===== config.mk =====
export PLATFORM = sky130hd
export DESIGN_NAME = i2c_instr_sequencer
export DESIGN_NICKNAME = d
export VERILOG_FILES = /design/src/rtl/i2c_seq_pkg.sv /design/src/rtl/i2c_instr_sequencer.sv
export SDC_FILE = /design/constraint.sdc
export NUM_CORES = 1
export LEC_CHECK = 0
export ABC_AREA = 1
export BUFFER_PORTS_ARGS = -buffer_cell sky130_fd_sc_hd__buf_2
export CORE_MARGIN = 4
export CORE_UTILIZATION = 44
export CTS_BUF_LIST = sky130_fd_sc_hd__clkbuf_2
export CTS_CLUSTER_DIAMETER = 100
export CTS_CLUSTER_SIZE = 16
export DETAILED_ROUTE_END_ITERATION = 8
export PLACE_DENSITY = 0.85
export SYNTH_ARGS = -nofsm -noshare
export SYNTH_HDL_FRONTEND = slang
export SYNTH_SLANG_ARGS = --single-unit

===== constraint.sdc =====
create_clock -name clk -period 1.43 [get_ports clk]
set_input_delay 0.286 -clock clk [delete_from_list [all_inputs] [get_ports clk]]
set_output_delay 0.286 -clock clk [all_outputs]
set_load 0.01 [all_outputs]

===== src/rtl/i2c_seq_pkg.sv =====
// i2c_seq_pkg: instruction word layout, opcodes, fault codes and sequencer states
package i2c_seq_pkg;
  typedef struct packed {
    logic [7:0] op;
    logic [7:0] dev;
    logic [7:0] regad;
    logic [7:0] data;
  } instr_t;
  typedef enum logic [7:0] {OP_NOP = 8'h00, OP_RD = 8'h01, OP_WR = 8'h02} opcode_t;
  localparam logic [3:0] FC_ROM = 4'd1;
  localparam logic [3:0] FC_OPCODE = 4'd2;
  localparam logic [3:0] FC_NACK = 4'd3;
  localparam logic [3:0] FC_TIMEOUT = 4'd4;
  typedef enum logic [2:0] {IDLE, FETCH, DECODE, ISSUE, RESP, NEXT, FAULT} state_t;
endpackage


===== src/rtl/i2c_instr_sequencer.sv =====
// i2c_instr_sequencer: steps the instruction ROM, decodes each word and issues I2C commands
module i2c_instr_sequencer
  import i2c_seq_pkg::*;
#(
  parameter int ADDR_W      = 8,
  parameter int PROG_LEN    = 4,
  parameter int LOOP_START  = 2,
  parameter int RSP_TIMEOUT = 1023
) (
  input  logic              clk,
  input  logic              reset,
  input  logic              start,
  input  logic              stop,
  output logic [ADDR_W-1:0] instr_addr,
  input  logic [31:0]       instr_data,
  input  logic [3:0]        instr_err,
  output logic              cmd_valid,
  input  logic              cmd_ready,
  output logic              cmd_rw,
  output logic [6:0]        cmd_dev,
  output logic [7:0]        cmd_reg,
  output logic [7:0]        cmd_wdata,
  input  logic              rsp_valid,
  input  logic              rsp_nack,
  input  logic [7:0]        rsp_data,
  output logic              rd_valid,
  output logic [7:0]        rd_reg,
  output logic [7:0]        rd_data,
  output logic              busy,
  output logic              fault,
  output logic [3:0]        fault_code
);
  localparam int CNT_W = $clog2(RSP_TIMEOUT + 1);
  state_t state, state_n;
  instr_t instr;
  logic [CNT_W-1:0] cnt;
  logic [3:0] code_n;
  logic op_ok, timed_out, unused_dev;
  assign instr = instr_t'(instr_data);
  assign unused_dev = instr.dev[7];
  assign op_ok = instr.op == OP_RD || instr.op == OP_WR;
  assign timed_out = cnt == CNT_W'(RSP_TIMEOUT);
  assign cmd_valid = state == ISSUE;
  assign busy = state != IDLE && state != FAULT;
  assign fault = state == FAULT;
  // a response arriving in the timeout cycle takes priority over the timeout
  always_comb begin
    state_n = state;
    case (state)
      IDLE:    state_n = start ? FETCH : IDLE;
      FETCH:   state_n = DECODE;
      DECODE:  state_n = instr_err != '0 ? FAULT : instr.op == OP_NOP ? NEXT : op_ok ? ISSUE : FAULT;
      ISSUE:   state_n = cmd_ready ? RESP : ISSUE;
      RESP:    state_n = rsp_valid ? (rsp_nack ? FAULT : NEXT) : timed_out ? FAULT : RESP;
      NEXT:    state_n = stop ? IDLE : FETCH;
      default: state_n = FAULT;
    endcase
  end
  assign code_n = state == DECODE ? (instr_err != '0 ? FC_ROM : FC_OPCODE) : rsp_valid ? FC_NACK : FC_TIMEOUT;
  always_ff @(posedge clk) begin
    if (reset) begin
      state <= IDLE;
      instr_addr <= '0;
      cmd_rw <= 1'b0;
      cmd_dev <= '0;
      cmd_reg <= '0;
      cmd_wdata <= '0;
      rd_valid <= 1'b0;
      rd_reg <= '0;
      rd_data <= '0;
      fault_code <= '0;
      cnt <= '0;
    end else begin
      state <= state_n;
      rd_valid <= state == RESP && rsp_valid && !rsp_nack && cmd_rw;
      cnt <= state != RESP ? '0 : timed_out ? cnt : cnt + 1'b1;
      if (state == IDLE && start) instr_addr <= '0;
      if (state == NEXT)
        instr_addr <= stop ? '0 : instr_addr == ADDR_W'(PROG_LEN - 1) ? ADDR_W'(LOOP_START) : instr_addr + 1'b1;
      if (state == DECODE && state_n == ISSUE) begin
        cmd_rw <= instr.op == OP_RD;
        cmd_dev <= instr.dev[6:0];
        cmd_reg <= instr.regad;
        cmd_wdata <= instr.op == OP_RD ? 8'h00 : instr.data;
      end
      if (state == RESP && rsp_valid && !rsp_nack && cmd_rw) begin
        rd_reg <= cmd_reg;
        rd_data <= rsp_data;
      end
      if (state_n == FAULT && state != FAULT) fault_code <= code_n;
    end
  end
endmodule

* Word level (Yosys, flattened, before mapping) *
Index checks and enable logic that the tools add are counted.

cells by class
  equal/unequal tests = 14
  $mul = 0
  bitwise logic cells = 0
  reductions and logical operators = 15
  order comparisons = 0
  divide/modulo/power cells = 0
  mux-type cells = 18
  add/sub/neg operators = 2
  shift-type cells = 0

operators by type and width
  cell                     count
  $mux W8                  5
  $mux W3                  6
  $pmux W3 S6              1
  $eq A8 B2 Y1 const B     2
  $eq A3 B3 Y1 const B     4
  $add A10 B1 Y10 const B  1
  $eq A10 B10 Y1 const B   1
  $eq A3 B2 Y1 const B     3
  $add A8 B1 Y8 const B    1
  $eq A8 B1 Y1 const B     1
  $logic_not A8 Y1         1
  $mux W2                  4
  $logic_and A1 B1 Y1      7
  $ne A3 B3 Y1 const B     2
  $reduce_bool A4 Y1       1
  $eq A3 B1 Y1 const B     1
  $logic_not A3 Y1         1
  $reduce_bool A3 Y1       1
  $mux W1                  2
  $reduce_bool A2 Y1       1
  $reduce_or A2 Y1         1
  $logic_not A1 Y1         1
  $logic_or A1 B1 Y1       1

storage, ports and cells
  bits in read-only memories = 0
  input port bits = 51
  output and inout bits = 56
  bits in latches = 0
  logic and storage cells = 60
  memories = 0
  memory bits (writable) = 0
  bits in registers = 66

* Logic depth before layout (Yosys ltp) *
  depth in word-level cells = 8
  mapped depth = 13
  gate-level depth less buffers = 12

* Worst setup path before layout *
No wires, ideal clock.

  kind = reg2reg
  start = reg state[0]
  end = reg cmd_wdata[3]
  setup slack = -0.034 ns
  path buffers = 2
  setup time = 0.116 ns
  data arrival time = 1.348 ns
  required time = 1.314 ns
  cell stages (with the launch flop) = 11
  period minus slack after synthesis = 1.464 ns
  cell sequence = dfxtp_1 buf_4 nor3_4 nand2_2 nand2_2 inv_2 nand2_4 inv_2 buf_6 o21ai_2 nor2_1

on the way
  word-level cells in the longest chain between the ends = 4
  elaborated cells on any way between the ends = 9
  those cells by class = 6 x eq/ne; 1 x mux; 2 x reduce/logical

RTL lines
  what                                  line                       source
  start, declared                       i2c_instr_sequencer.sv:34  state_t state, state_n;
  start signal, assigned                i2c_instr_sequencer.sv:74  state <= state_n;
  $eq A3 B3 Y1 (tied with other cells)  i2c_instr_sequencer.sv:49  case (state)
  $pmux W3 S6                           i2c_instr_sequencer.sv:49
  $eq A3 B2 Y1                          i2c_instr_sequencer.sv:80  if (state == DECODE && state_n == ISSUE) begin
  $logic_and A1 B1 Y1 (*)               i2c_instr_sequencer.sv:80
  end signal, assigned                  i2c_instr_sequencer.sv:84  cmd_wdata <= instr.op == OP_RD ? 8'h00 : instr.data;
  end, declared                         i2c_instr_sequencer.sv:22  output logic [7:0] cmd_wdata,

Every way passes the cells marked *; elsewhere a longest branch is shown, timed or not.
A chain may end at the register's enable or synchronous reset.

* Worst setup path in the final report *
  start = reg state[1]
  end = reg cmd_dev[0]

on the way
  word-level cells in the longest chain between the ends = 4
  elaborated cells on any way between the ends = 9
  those cells by class = 6 x eq/ne; 1 x mux; 2 x reduce/logical

RTL lines
  what                                  line                       source
  $eq A3 B3 Y1 (tied with other cells)  i2c_instr_sequencer.sv:49
  $pmux W3 S6                           i2c_instr_sequencer.sv:49
  $eq A3 B2 Y1                          i2c_instr_sequencer.sv:80
  $logic_and A1 B1 Y1 (*)               i2c_instr_sequencer.sv:80
  end signal, assigned                  i2c_instr_sequencer.sv:82  cmd_dev <= instr.dev[6:0];
  end, declared                         i2c_instr_sequencer.sv:20  output logic [6:0] cmd_dev,

Marked as above.

==> results.txt <==
Summed over all cells, the static leakage comes to 2.181 nW. Clock tree synthesis found a total of 65 sinks. The delay of the slowest cell on the worst path is 0.43 ns. The via count of the first global-routing pass came out at 3,504. Summed over all layers, the global routing overflow is 0. The critical path contains buffers and inverters numbering 4 combined.

In this run the horizontal extent of the chip is 88.27 um. Total cell area at the placement stage: 3661 um^2. Traced cell by cell, the critical path runs through inv_2, nor3_4, buf_6, nand2_8, buf_12, inv_6, nand2_1, a21oi_2.

The initial cell density of the core came out at 46.51%. In this design, the largest share of critical-path delay is due to buffers and inverters. TritonCTS built the clock tree. For the overall routing resource usage, the log shows 24.47%. The detail route stage leaves a number of antenna-violating nets equal to 0. The register clock-pin slew on the reported worst setup and hold paths was 0.18 ns; the number of synthesized flops with an enable pin was 0. Final number of setup-violating endpoints: 34.

Synthesis produced a netlist whose cell count is 388. For the fraction of power consumed by combinational cells, the log shows 39.7%. The congestion estimate from routability-driven global placement came to 0.8396.

Final-report max-slew violation count: 0. After routing the design area is 4845 um^2. For this design the ratio of total power to cell area is 1177 nW/um^2. The worst setup path is captured at a register. The run gives 7792 um^2 as the area of the die.

The run finished, with violations left. The final reports fail on setup timing. The number of DRC markers in iteration 0 was 238; the max-capacitance violation count was 0. The tools report the global-route wire length before repair as 15,120 um.

Internal power comes to 0.003691 W. For the HPWL after detailed placement, the log shows 5664 um. Data arrives at the worst endpoint at 2.06 ns. Based on the critical path, the design can be clocked at up to 0.6098 GHz. The post-detailed-route via-to-cell ratio works out to 5.458. The run gives 0 as the final hold violation count. For this run, the leading register cell type out of synthesis is sky130_fd_sc_hd__dfxtp_1. The number of buffers created by CTS came out at 9.

Pin placement for this block handled 107 I/O pins. After synthesis the netlist holds a flip-flop and latch count of 65. cnt holds more flip-flops than any other register. Relative to the synthesized area, the layout overhead comes to 70.87%. The biggest fanout along the worst timing path was 12; the critical path data required time was 1.85 ns.

The fraction of registers with async set/reset was 0%. The number of core rows was 28. The final layout contains routed wiring with a total length of 11,220 um.

The run gives -0.2100 ns as the least setup slack across all paths after layout. The pin count of the biggest net entering global routing was 34. When the netlist entered floorplanning its net count stood at 441. The logs give 6096 um^2 for the core area and 2 for the number of buffers on the longest clock path. Of the total power, the clock network draws 22.1%. In this run the number of H-tree levels came out at 3. The post-route netlist has 50.00% of its cells at a drive strength greater than 1.

The power dissipated by switching net loads was 0.002012 W; the routed via count was 3,597. The antenna diode count was 0. The total standard cell area after synthesis came out at 2835 um^2. In this run the tightest slew margin relative to its limit is 61.46%. The mean instance size in the synthesized netlist was 7.307 um^2; the number of nets in the finished design was 632. Sequential cells burn 38.1% of the power.

The worst hold path belongs to the class in -> reg. The initial antenna violation count is 0, and the mean routed wirelength per cell is 17.03 um. The die is 88.27 um tall. Setup repair after global routing could not meet its margin everywhere.

The slowest cell on the critical path was sky130_fd_sc_hd__dfxtp_4. Sequential elements use 45.90% of the synthesized area. Clock root buffer: sky130_fd_sc_hd__clkbuf_2. The type of the worst setup path is reg -> reg.

Net switching is 35.28% of the power. In the routed design, unresolved DRC markers number 0. The tools report the worst supply voltage drop on vdd as 1.125 mV.

Number of detailed-route iterations in the first pass: 5. The number of different library cells used by synthesis comes to 32. Before CTS, the worst setup slack after placement is -0.1657 ns. Clock latency on the worst-skew pair, taken at its later pin, is 0.49 ns. The shortest period the worst path allows came out at 1.640 ns. The number of input and output port buffers inserted is 104, and the flip-flop count of the largest register, all copies and words added is 10.

For the final database, setup skew stands at 0.02150 ns. Slew at the pin with the worst max-slew slack: 0.5775 ns. The worst setup path is launched from a register. The worst path uses 114.7% of the clock period. For the number of warnings reported in the yosys synthesis log, the log shows 0.
placed cells by master (no fill, tap or decap), types with 8 or more instances in the layout:
master / instances
sky130_fd_sc_hd__nand2_4: 8
sky130_fd_sc_hd__nor2_1: 36
sky130_fd_sc_hd__nor2_4: 8
sky130_fd_sc_hd__a21oi_1: 33
sky130_fd_sc_hd__clkbuf_2: 11
sky130_fd_sc_hd__a21oi_2: 23
sky130_fd_sc_hd__inv_1: 25
sky130_fd_sc_hd__nand3_1: 21
sky130_fd_sc_hd__buf_4: 42
sky130_fd_sc_hd__buf_2: 101
sky130_fd_sc_hd__dfxtp_1: 54
sky130_fd_sc_hd__dlygate4sd3_1: 23
sky130_fd_sc_hd__nand2_1: 72
sky130_fd_sc_hd__nand2_2: 12
sky130_fd_sc_hd__o21ai_2: 8
sky130_fd_sc_hd__buf_6: 19
kinds of logic after synthesis:
family,after synthesis,share of synthesized area (%)
buffers and inverters,50,7.987
and+or+nand+nor,184,28.07
other,1,0.1323
DFF,65,45.90
xor gates and xnor gates,4,1.236
adders and majority gates,2,0.8825
AOI/OAI and AO/OA,82,15.80
worst paths after layout:
path / start / endpoint / slack (ns) / depth (start not counted)
hold reg to reg: rd_data[3] / rd_data[3] / 0.49 / 2
setup / recovery: state[1] / cmd_dev[0] / -0.21 / 8
setup reg to reg: state[1] / cmd_dev[0] / -0.21 / 8
hold / removal: instr_data[14] / cmd_reg[6] / 0.04 / 3
power by group through the flow:
stage | clock [W] | sequential (W) | combinational (W)
2_1_floorplan | 0 | 0.00219 | 0.000749
3_3_place_gp | 0 | 0.00214 | 0.00130
3_5_place_dp | 0 | 0.00215 | 0.00134
4_1_cts | 0.00128 | 0.00215 | 0.00183
5_1_grt | 0.00135 | 0.00219 | 0.00242
6_report | 0.00126 | 0.00217 | 0.00227
synth_stat cells (4+ instances only):
| cell | number | area (um^2) |
|---|---|---|
| sky130_fd_sc_hd__nand2_1 | 89 | 334.1 |
| sky130_fd_sc_hd__dfxtp_1 | 65 | 1301 |
| sky130_fd_sc_hd__a21oi_1 | 56 | 280.3 |
| sky130_fd_sc_hd__nor2_1 | 45 | 168.9 |
| sky130_fd_sc_hd__inv_1 | 31 | 116.4 |
| sky130_fd_sc_hd__nand3_1 | 28 | 140.1 |
| sky130_fd_sc_hd__o21ai_0 | 13 | 65.06 |
| sky130_fd_sc_hd__clkbuf_1 | 6 | 22.52 |
| sky130_fd_sc_hd__nand4_1 | 5 | 31.28 |
| sky130_fd_sc_hd__buf_6 | 4 | 45.04 |
| sky130_fd_sc_hd__inv_2 | 4 | 15.01 |
| sky130_fd_sc_hd__nor2_2 | 4 | 25.02 |
| sky130_fd_sc_hd__nor3_1 | 4 | 20.02 |
| sky130_fd_sc_hd__o21ai_2 | 4 | 35.03 |
final cells by class:
cell class / instances / area [um^2]
inverters: 35 / 151.4
multi-input cells: 273 / 1658
flip-flops and latches: 65 / 1328
repair inverters: 1 / 8.758
fillers: 349 / 1251
clock inverters: 5 / 80.08
clock buffers: 11 / 55.05
well taps: 75 / 93.84
repair buffers: 194 / 1470
metal layers:
metal / share of wire [%] / up-vias / wire length, um / GRT usage [%]
met5: 0 / - / 0 / 0
met4: 4.6 / 0 / 516 / 11.13
met1: 35 / 1676 / 3983 / 24.97
li1: - / 1661 / - / -
met3: 7.0 / 52 / 788 / 7.169
met2: 53 / 208 / 5935 / 45.68
through the flow:
step	std cells	setup TNS, ns	total power, W	utilization (%)	hold WS [ns]
2_1_floorplan	388	0	0.002934	-	0.4287
4_1_cts	642	-3.594	0.005259	71.80	0.001875
3_3_place_gp	588	-1.793	0.003440	60.06	0.4459
5_1_grt	659	-8.432	0.005953	79.47	0.03714
3_5_place_dp	588	-3.317	0.003490	60.06	0.4526
6_report	659	-5.200	0.005702	79.47	0.04245
worst register-to-register path: stages, from the launching register on:
cell and delay [ns]:
sky130_fd_sc_hd__dfxtp_4 0.43, sky130_fd_sc_hd__inv_2 0.08, sky130_fd_sc_hd__nor3_4 0.29, sky130_fd_sc_hd__buf_6 0.17, sky130_fd_sc_hd__nand2_8 0.07, sky130_fd_sc_hd__buf_12 0.14, sky130_fd_sc_hd__inv_6 0.12, sky130_fd_sc_hd__nand2_1 0.11
sky130_fd_sc_hd__a21oi_2 0.18
repair_timing:
action | CTS | global route
cloned | 3 | 2
pin swaps | 21 | 32
resized for setup | 58 | 86
setup endpoints to repair | 44 | 64
hold buffers | 23 | 0
endpoints found under the hold margin | 23 | 0
buffers inserted | 12 | 16
No activity file was read; power rests on OpenSTA's default activity.
